## src/rtl/fxp_div_seq_pkg.sv

```systemverilog
// Shared definitions for the Q16.16 sequential divider: default widths,
// the controller state encoding and the saturation value.
package fxp_pkg;

   localparam int FXP_WIDTH = 32;
   localparam int FXP_FRAC  = 16;

   // All-ones value returned on divide-by-zero and on saturated overflow
   localparam logic [FXP_WIDTH-1:0] FXP_MAX = '1;

   typedef enum logic [1:0] {
      IDLE = 2'd0,
      CALC = 2'd1,
      DONE = 2'd2
   } fxp_state_t;

endpackage

```

## src/rtl/fxp_div_seq_if.sv

```systemverilog
// Request/response bundle for the sequential fixed-point divider.
// The requester drives start/a/b; the divider returns busy/done and the
// registered quotient with its divide-by-zero and overflow flags.
interface fxp_div_seq_if
   import fxp_pkg::*;
#(
   parameter int WIDTH = FXP_WIDTH
) ();

   logic             start;
   logic [WIDTH-1:0] a;
   logic [WIDTH-1:0] b;
   logic             busy;
   logic             done;
   logic [WIDTH-1:0] q;
   logic             dz;
   logic             ovf;

   modport master (
      output start, a, b,
      input  busy, done, q, dz, ovf
   );

   modport slave (
      input  start, a, b,
      output busy, done, q, dz, ovf
   );

endinterface

```

## src/rtl/fxp_div_step.sv

```systemverilog
// One combinational restoring-division iteration: shift the next dividend
// bit into the partial remainder and subtract the divisor if it fits.
module fxp_div_step
   import fxp_pkg::*;
#(
   parameter int WIDTH = FXP_WIDTH
) (
   input  logic [WIDTH:0]   r,
   input  logic             d_msb,
   input  logic [WIDTH-1:0] b,
   output logic [WIDTH:0]   r_next,
   output logic             q_bit
);

   logic [WIDTH+1:0] shifted;
   logic [WIDTH+1:0] diff;

   // Trial subtraction one bit wider than the shifted remainder, so the top
   // bit of the difference is the borrow: no borrow means the divisor fits.
   always_comb begin
      shifted = {r, d_msb};
      diff    = shifted - {2'b00, b};
      q_bit   = ~diff[WIDTH+1];
      r_next  = q_bit ? diff[WIDTH:0] : shifted[WIDTH:0];
   end

endmodule

```

## src/rtl/fxp_div_seq.sv

```systemverilog
// Sequential unsigned fixed-point divider, q = floor((a << FRAC) / b),
// producing one quotient bit per clock with a start/busy/done handshake.
// Build option: define FXP_DIV_SATURATE_EN to clamp an overflowing quotient
// to all ones; otherwise the quotient is truncated to WIDTH bits.
module fxp_div_seq
   import fxp_pkg::*;
#(
   parameter int WIDTH = FXP_WIDTH,
   parameter int FRAC  = FXP_FRAC
) (
   input  logic          clk,
   input  logic          rst,
   fxp_div_seq_if.slave  bus
);

   localparam int DW    = WIDTH + FRAC;
   localparam int CNT_W = $clog2(DW);
   localparam logic [CNT_W-1:0] CNT_LOAD = CNT_W'(DW - 1);

   fxp_state_t state;
   fxp_state_t state_next;

   logic [DW-1:0]    dividend;
   logic [DW-1:0]    quotient;
   logic [WIDTH:0]   remainder;
   logic [WIDTH-1:0] divisor;
   logic [CNT_W-1:0] count;

   logic [WIDTH-1:0] q_reg;
   logic             dz_reg;
   logic             ovf_reg;

   logic [WIDTH:0]   remainder_next;
   logic             q_bit;
   logic [DW-1:0]    quotient_next;
   logic             last_step;
   logic             overflow;
   logic [WIDTH-1:0] result;

   fxp_div_step #(
      .WIDTH (WIDTH)
   ) u_step (
      .r      (remainder),
      .d_msb  (dividend[DW-1]),
      .b      (divisor),
      .r_next (remainder_next),
      .q_bit  (q_bit)
   );

   assign last_step = (count == '0);

   // Controller state register
   always_ff @(posedge clk or negedge rst) begin
      if (!rst) begin
         state <= IDLE;
      end else begin
         state <= state_next;
      end
   end

   // Next-state logic: accept only from IDLE, fixed-length CALC, one DONE cycle
   always_comb begin
      state_next = state;
      case (state)
         IDLE: begin
            if (bus.start) begin
               state_next = CALC;
            end
         end
         CALC: begin
            if (last_step) begin
               state_next = DONE;
            end
         end
         DONE: begin
            state_next = IDLE;
         end
         default: begin
            state_next = IDLE;
         end
      endcase
   end

   // Final quotient shaping; a bit pushed off the top also means it did not fit
   always_comb begin
      quotient_next = {quotient[DW-2:0], q_bit};
      overflow      = quotient[DW-1] | (|quotient_next[DW-1:WIDTH]);
      result        = quotient_next[WIDTH-1:0];
`ifdef FXP_DIV_SATURATE_EN
      if (overflow) begin
         result = '1;
      end
`else
`endif
   end

   // Datapath: latch operands on accept, iterate in CALC, capture result on the last step
   always_ff @(posedge clk or negedge rst) begin
      if (!rst) begin
         dividend  <= '0;
         quotient  <= '0;
         remainder <= '0;
         divisor   <= '0;
         count     <= '0;
         q_reg     <= '0;
         dz_reg    <= 1'b0;
         ovf_reg   <= 1'b0;
      end else begin
         case (state)
            IDLE: begin
               if (bus.start) begin
                  dividend  <= {bus.a, {FRAC{1'b0}}};
                  divisor   <= bus.b;
                  remainder <= '0;
                  quotient  <= '0;
                  count     <= CNT_LOAD;
               end
            end
            CALC: begin
               dividend  <= dividend << 1;
               remainder <= remainder_next;
               quotient  <= quotient_next;
               if (!last_step) begin
                  count <= count - CNT_W'(1);
               end else if (divisor == '0) begin
                  q_reg   <= '1;
                  dz_reg  <= 1'b1;
                  ovf_reg <= 1'b0;
               end else begin
                  q_reg   <= result;
                  dz_reg  <= 1'b0;
                  ovf_reg <= overflow;
               end
            end
            default: begin
            end
         endcase
      end
   end

   assign bus.busy = (state == CALC);
   assign bus.done = (state == DONE);
   assign bus.q    = q_reg;
   assign bus.dz   = dz_reg;
   assign bus.ovf  = ovf_reg;

endmodule

```

## src/flat_wrapper.sv

```systemverilog
// flat-port wrapper written by rule: the top's interface ports become plain ports
module fxp_div_seq_flat import fxp_pkg::*;
#(
   parameter int WIDTH = FXP_WIDTH,
   parameter int FRAC  = FXP_FRAC
)
  (clk, rst, bus_start, bus_a, bus_b, bus_busy, bus_done, bus_q, bus_dz, bus_ovf);
  fxp_div_seq_if #(.WIDTH(WIDTH)) bus_i ();
  input  logic clk;
  input  logic rst;
  input wire logic [$bits(bus_i.start)-1:0] bus_start;
  input wire logic [$bits(bus_i.a)-1:0] bus_a;
  input wire logic [$bits(bus_i.b)-1:0] bus_b;
  output wire logic [$bits(bus_i.busy)-1:0] bus_busy;
  output wire logic [$bits(bus_i.done)-1:0] bus_done;
  output wire logic [$bits(bus_i.q)-1:0] bus_q;
  output wire logic [$bits(bus_i.dz)-1:0] bus_dz;
  output wire logic [$bits(bus_i.ovf)-1:0] bus_ovf;
  assign bus_i.start = bus_start;
  assign bus_i.a = bus_a;
  assign bus_i.b = bus_b;
  assign bus_busy = bus_i.busy;
  assign bus_done = bus_i.done;
  assign bus_q = bus_i.q;
  assign bus_dz = bus_i.dz;
  assign bus_ovf = bus_i.ovf;
  fxp_div_seq #(.WIDTH(WIDTH), .FRAC(FRAC)) u_core (.clk(clk), .rst(rst), .bus(bus_i));
endmodule
```

## config.mk

```make
export PLATFORM = sky130hd
export DESIGN_NAME = fxp_div_seq_flat
export DESIGN_NICKNAME = d
export VERILOG_FILES = /design/src/rtl/fxp_div_seq_pkg.sv /design/src/rtl/fxp_div_seq_if.sv /design/src/rtl/fxp_div_step.sv /design/src/rtl/fxp_div_seq.sv /design/src/flat_wrapper.sv
export SDC_FILE = /design/constraint.sdc
export NUM_CORES = 1
export LEC_CHECK = 0
export ABC_AREA = 1
export CAP_MARGIN = 20
export CORE_ASPECT_RATIO = 0.75
export CORE_UTILIZATION = 25
export DETAILED_ROUTE_END_ITERATION = 7
export GPL_ROUTABILITY_DRIVEN = 1
export PLACE_DENSITY = 0.52
export REMOVE_ABC_BUFFERS = 1
export SYNTH_ARGS = -nofsm -noshare
export SYNTH_HDL_FRONTEND = slang
export SYNTH_SLANG_ARGS = --single-unit
```

## constraint.sdc

```tcl
create_clock -name clk -period 2.5 [get_ports clk]
set_input_delay 0.375 -clock clk [delete_from_list [all_inputs] [get_ports clk]]
set_output_delay 0.375 -clock clk [all_outputs]
set_load 0.05 [all_outputs]
```

; ---- Word-level counts from Yosys, hierarchy flattened
; Cells that the tools add are included.
[totals]
word_cells = 44
n_memories = 0
output_inout_bits = 36
latch_bits = 0
ramBits = 0
mem_bits_ro = 0
register_bits = 203
[classes]
order_cmp = 0
reduce_logical = 10
shift = 0
addsub = 2
mul = 0
mux = 16
bitwise = 2
n_eq_ne = 5
div = 0
[op_table]
columns = op, n
row1 = one-hot mux 48 bit (2 select lines), 2
row2 = 2-to-1 mux 48 bit, 2
row3 = 2-to-1 mux 33 bit, 2
row4 = one-hot mux 33 bit (2 select lines), 1
row5 = subtractor 34 x 32 -> 34 bit, 1
row6 = zero test 32 bit, 1
row7 = 2-to-1 mux 32 bit, 1
row8 = OR reduction 16 bit, 1
row9 = 2-to-1 mux 6 bit, 2
row10 = one-hot mux 6 bit (2 select lines), 1
row11 = AND reduction 2 bit, 4
row12 = zero test 6 bit, 1
row13 = "subtractor 6 x 1 -> 6 bit, second input constant", 1
row14 = 2-to-1 mux 2 bit, 2
row15 = "!= test 2 bit, second input constant", 2
row16 = one-hot mux 2 bit (2 select lines), 1
row17 = AND reduction 3 bit, 1
row18 = "equality test 2 x 1 -> 1 bit, second input constant", 1
row19 = "equality test 2 bit, second input constant", 1
row20 = zero test 2 bit, 1
row21 = 2-to-1 mux 1 bit, 2
row22 = "!= test 2 x 1 -> 1 bit, second input constant", 1
row23 = nonzero test 2 bit, 1
row24 = inverter 1 bit, 1
row25 = bitwise OR 1 bit, 1

; ---- Logic depth before layout (Yosys ltp)
[logic_depth]
depth_word = 3
mapped_depth = 18
depth_no_buf = 18

; ---- By module
; From an unflattened synthesis, not the netlist that was laid out.
[hier_totals]
hier_cells = 1478
area_unflattened_um2 = 11229.5
[by_module_without_submodules]
columns = module, cells_each, area_per_inst_um2, instances
row1 = fxp_div_seq, 761, 7703.6, 1
row2 = fxp_div_step, 717, 3525.9, 1

; ---- Worst setup path before layout
; OpenSTA, ideal clock, no wires.
[synth_path]
path_kind = register to register
startpoint = register u_core.divisor[7]
endpoint = register u_core.remainder[21]
synth_period_minus_slack_ns = 1.986
path_slack_ns = 0.514
stages_incl_launch_ff = 19
required_time_ns = 2.382
t_arrival_ns = 1.868
path_cell_list = dfrtp_1 -> inv_1 -> ha_1 -> nand2_2 -> inv_1 -> nand2_1 -> nand2_2 -> inv_2 -> nand3_2 -> nand2_4 -> nand2_4 -> nand2_4 -> nand2_4 -> nand2_2 -> buf_6 -> buf_12 -> nand3_2 -> nand3_1 -> nand2_1
[synth_via]
elab_chain_cells = 3
[synth_rtl]
columns = element, line
row1 = "start, declared", fxp_div_seq.sv:26  ; logic [WIDTH-1:0] divisor;
row2 = "start signal, assigned", fxp_div_seq.sv:113  ; divisor <= bus.b;
row3 = subtractor 34 x 32 -> 34 bit, fxp_div_step.sv:22  ; diff = shifted - {2'b00, b};
row4 = 2-to-1 mux 33 bit, fxp_div_step.sv:24  ; r_next = q_bit ? diff[WIDTH:0] : shifted[WIDTH:0];
row5 = one-hot mux 33 bit (2 select lines), fxp_div_seq.sv:109  ; case (state)
row6 = "end signal, assigned", fxp_div_seq.sv:121  ; remainder <= remainder_next;
row7 = "end, declared", fxp_div_seq.sv:25  ; logic [WIDTH:0] remainder;
; No other way between the ends.
; A chain may end at the register's enable or synchronous reset.

; ---- Worst setup path in the final report
[layout_path]
startpoint = register u_core.divisor[22]
endpoint = register u_core.remainder[23]
; Same word-level chain as after synthesis.

==> run_results.csv <==
group,metric,value,unit
logic_synthesis,synth-main-ff-cell,"sky130_fd_sc_hd__dfrtp_1",
route,drt-total-wl,31300,um
cells_and_area,top_regs,"u_core.quotient x48, u_core.remainder x33",
clocking,clkSinkCount,187,
clocking,h-tree-depth,4,
logic_synthesis,synth_edf_count,0,
critical_path,worst_setup_path_end_kind,"register",
logic_synthesis,sequential_fraction_of_the_synthesis_area,44.7,%
critical_path,r2r_setup_slack,0.11,ns
clocking,cts.clk_slew.worst_paths,0.07,ns
timing,clock.fmax,0.419,GHz
cells_and_area,finalNetCount,1632,
cells_and_area,post_route_cells_drive_above_1_share,8.94,%
critical_path,crit_type,"register to register",
clocking,tritoncts,"yes",
logic_synthesis,mappedNetlistArea,10500,sq um
critical_path,data_required_time_of_the_critical_path,2.85,ns
critical_path,worst-endpoint-arrival,2.73,ns
timing,maxSlewViolCount,0,
route,routed-via-count,9247,
route,drcViolationCount,0,
floorplan,initial_utilization,25.5,%
logic_synthesis,synth_cell_types,41,
timing,final_min_period_over_clock_period,95.4,%
timing,min_period,2.39,ns
global_routing,grt_overflow_total,0,
hold_path,hold_class,"primary input to asynchronous set/reset pin",
global_routing,grt_antenna_before_repair,0,
logic_synthesis,synthesis.yosys.warnings,0,
cells_and_area,syn2layout_area_growth,25.3,%
timing,timing_worst_slew_pin_value,0.871,ns
clocking,maximum_number_of_buffers_from_clock_root_to_sink,2,
clocking,setup_fix_buffers_added_after_clock_tree_synthesis,0,
floorplan,die_y,179,um
route,number_of_vias_per_cell,4.39,
timing,timing_hold_violations_final,0,
timing,finalSetupViolations,0,
placement,placed_cell_area,12400,sq um
global_routing,groute.usage.overall,15.3,%
critical_path,regToRegEndpoint,"u_core.remainder[23]$_DFFE_PN0P_",
placement,dpl.hpwl,23200,um
global_routing,grt_max_degree,58,
floorplan,i_o_pin_total,103,
clocking,clk-insertion-delay-late,0.45,ns
timing,skew,0.00846,ns
cells_and_area,regMostFlops,"u_core.quotient",
cells_and_area,largest_reg_flops,48,
logic_synthesis,synth_cells,1417,
timing,worst_hold_slack,0.427,ns
outcome,outcome,"complete, no violations",
placement,portBuffers,102,
floorplan,core,41000,sq um
floorplan,fp.dieW,238,um
logic_synthesis,postSynthRegisterBits,187,
critical_path,max_fanout_on_critical_path,10,
route,drt-initial-drc-count,748,
logic_synthesis,synth_async_sr_flop_share,100,%
critical_path,r2r.worst_path.cells,13,
job,maxCapViolCount,0,
logic_synthesis,synth_largest_area_cell,"sky130_fd_sc_hd__dfrtp_1",
route,detailedRoute.firstPassIterationCount,5,
timing,maxSlewHeadroom,41.9,%
cells_and_area,post_route_cell_area,13100,sq um
cells_and_area,antennaDiodeCount,0,
clocking,cts-buffers-inserted,17,
logic_synthesis,yosysTopAreaCellShare,44.7,%
floorplan,num_rows,64,
floorplan,fp.dieArea,42700,sq um
global_routing,grt_first_pass_wirelength,50700,um
route,wl_per_cell,14.9,um
logic_synthesis,post_synth_main_area_contributors,"sky130_fd_sc_hd__dfrtp_1, sky130_fd_sc_hd__nand2_1, sky130_fd_sc_hd__inv_1",
logic_synthesis,postSynthAreaPerCell,7.39,sq um
critical_path,rr_startpoint,"u_core.divisor[22]$_DFFE_PN0P_",
global_routing,vias_in_the_first_global_route,9139,
placement,place_ws,-0.0113,ns
placement,globalplace.congestion,0.947,
critical_path,launching_element_type_of_the_critical_path,"register",
route,detail-route-antenna-nets,0,
clocking,cts.root.buffer_cell,"sky130_fd_sc_hd__clkbuf_16",
timing,post_route_worst_setup_slack,0.114,ns
-- placed cells by master (no fill, tap or decap), types with 4 or more instances in the layout --
master,instances
sky130_fd_sc_hd__clkbuf_16,17
sky130_fd_sc_hd__nand3_1,81
sky130_fd_sc_hd__a21oi_1,83
sky130_fd_sc_hd__nand3_2,11
sky130_fd_sc_hd__nor4_1,11
sky130_fd_sc_hd__ha_2,5
sky130_fd_sc_hd__nor2_2,7
sky130_fd_sc_hd__dfrtp_1,187
sky130_fd_sc_hd__nand2_2,12
sky130_fd_sc_hd__o21ai_0,72
sky130_fd_sc_hd__inv_2,9
sky130_fd_sc_hd__nand3b_1,4
sky130_fd_sc_hd__o22ai_1,46
sky130_fd_sc_hd__ha_1,26
sky130_fd_sc_hd__xnor2_1,9
sky130_fd_sc_hd__nand4_1,15
sky130_fd_sc_hd__nor2_1,111
sky130_fd_sc_hd__buf_12,9
sky130_fd_sc_hd__nand2_4,6
sky130_fd_sc_hd__buf_4,32
sky130_fd_sc_hd__nor3_1,7
sky130_fd_sc_hd__nand2_1,395
sky130_fd_sc_hd__clkdlybuf4s50_1,100
sky130_fd_sc_hd__inv_1,235
sky130_fd_sc_hd__xor2_1,6
-- cell type report --
| class | instances | area (sq um) |
|---|---|---|
| inverters | 245 | 920 |
| repair buffers | 145 | 1470 |
| clock inverters | 13 | 159 |
| clock buffers | 19 | 443 |
| fillers | 4510 | 27900 |
| flip-flops and latches | 187 | 4680 |
| well taps | 561 | 702 |
| multi-input cells | 934 | 4740 |
-- cells by family after synthesis --
family	share of synthesized area [%]
adders and majority gates	4.26
AOI/OAI and AO/OA	11.3
and+or+nand+nor	27.2
xor gates and xnor gates	1.26
buffers and inverters	11.3
DFF	44.7
-- repair_timing --
item / in CTS / in global routing
hold endpoints to repair: 43 / 0
hold buffers: 1 / 0
setup endpoints to repair: 6 / 34
pin swaps: 0 / 1
resized for setup: 1 / 29
-- layer usage --
metal | up-vias | global-route usage, % | routed length [um]
met5 | - | 0 | 0
met2 | 178 | 21.2 | 12600
met4 | 0 | 3.61 | 294
met1 | 4366 | 23.9 | 16900
met3 | 16 | 2.76 | 1540
li1 | 4687 | - | -
-- per-stage QoR --
| step | TNS (ns) | instances | utilization, % |
|---|---|---|---|
| final | 0 | 2104 | 32.0 |
| after global routing | -0.0000389 | 2104 | 32.0 |
| after detailed placement | -0.0113 | 2071 | 30.2 |
| after global placement | 0 | 2071 | 30.2 |
| after CTS | 0 | 2104 | 31.7 |
| after floorplan | -229.63 | 1366 | - |
-- synthesized netlist by cell type, types with 13 or more instances --
master and n:
sky130_fd_sc_hd__nor2_1 114, sky130_fd_sc_hd__nand4_1 15, sky130_fd_sc_hd__nand3_2 13, sky130_fd_sc_hd__a21oi_1 85
sky130_fd_sc_hd__inv_1 236, sky130_fd_sc_hd__o21ai_0 72, sky130_fd_sc_hd__nand2_1 404, sky130_fd_sc_hd__clkbuf_1 30
sky130_fd_sc_hd__ha_1 34, sky130_fd_sc_hd__nand3_1 81, sky130_fd_sc_hd__dfrtp_1 187, sky130_fd_sc_hd__o22ai_1 46
-- worst max path at each step --
stage                                             endpoint                      startpoint  slack [ns]
final                     u_core.remainder[23]$_DFFE_PN0P_  u_core.divisor[22]$_DFFE_PN0P_        0.11
after global routing      u_core.remainder[19]$_DFFE_PN0P_   u_core.divisor[5]$_DFFE_PN0P_    -0.00004
after CTS                 u_core.remainder[20]$_DFFE_PN0P_  u_core.divisor[16]$_DFFE_PN0P_        0.04
after detailed placement  u_core.remainder[20]$_DFFE_PN0P_  u_core.divisor[16]$_DFFE_PN0P_       -0.01
after global placement    u_core.remainder[20]$_DFFE_PN0P_  u_core.divisor[16]$_DFFE_PN0P_        0.01
after floorplan            u_core.dividend[17]$_DFFE_PN0P_     u_core.state[0]$_DFFE_PN0P_       -1.81
-- critical path, cell delays in order, from the launching register on --
cell and delay, ns:
sky130_fd_sc_hd__dfrtp_1 0.35, sky130_fd_sc_hd__inv_1 0.06, sky130_fd_sc_hd__ha_1 0.30, sky130_fd_sc_hd__a21oi_1 0.35
sky130_fd_sc_hd__o21bai_2 0.14, sky130_fd_sc_hd__inv_1 0.08, sky130_fd_sc_hd__nand2_2 0.08, sky130_fd_sc_hd__a21oi_4 0.27
sky130_fd_sc_hd__nand2_4 0.12, sky130_fd_sc_hd__nand2_4 0.10, sky130_fd_sc_hd__buf_6 0.18, sky130_fd_sc_hd__nand3_2 0.08
sky130_fd_sc_hd__nand3_1 0.09, sky130_fd_sc_hd__nand2_1 0.06
Power is left out: the tool's default activity adds up to more than one toggle a clock period on the data nets, which glitch-free logic cannot reach.
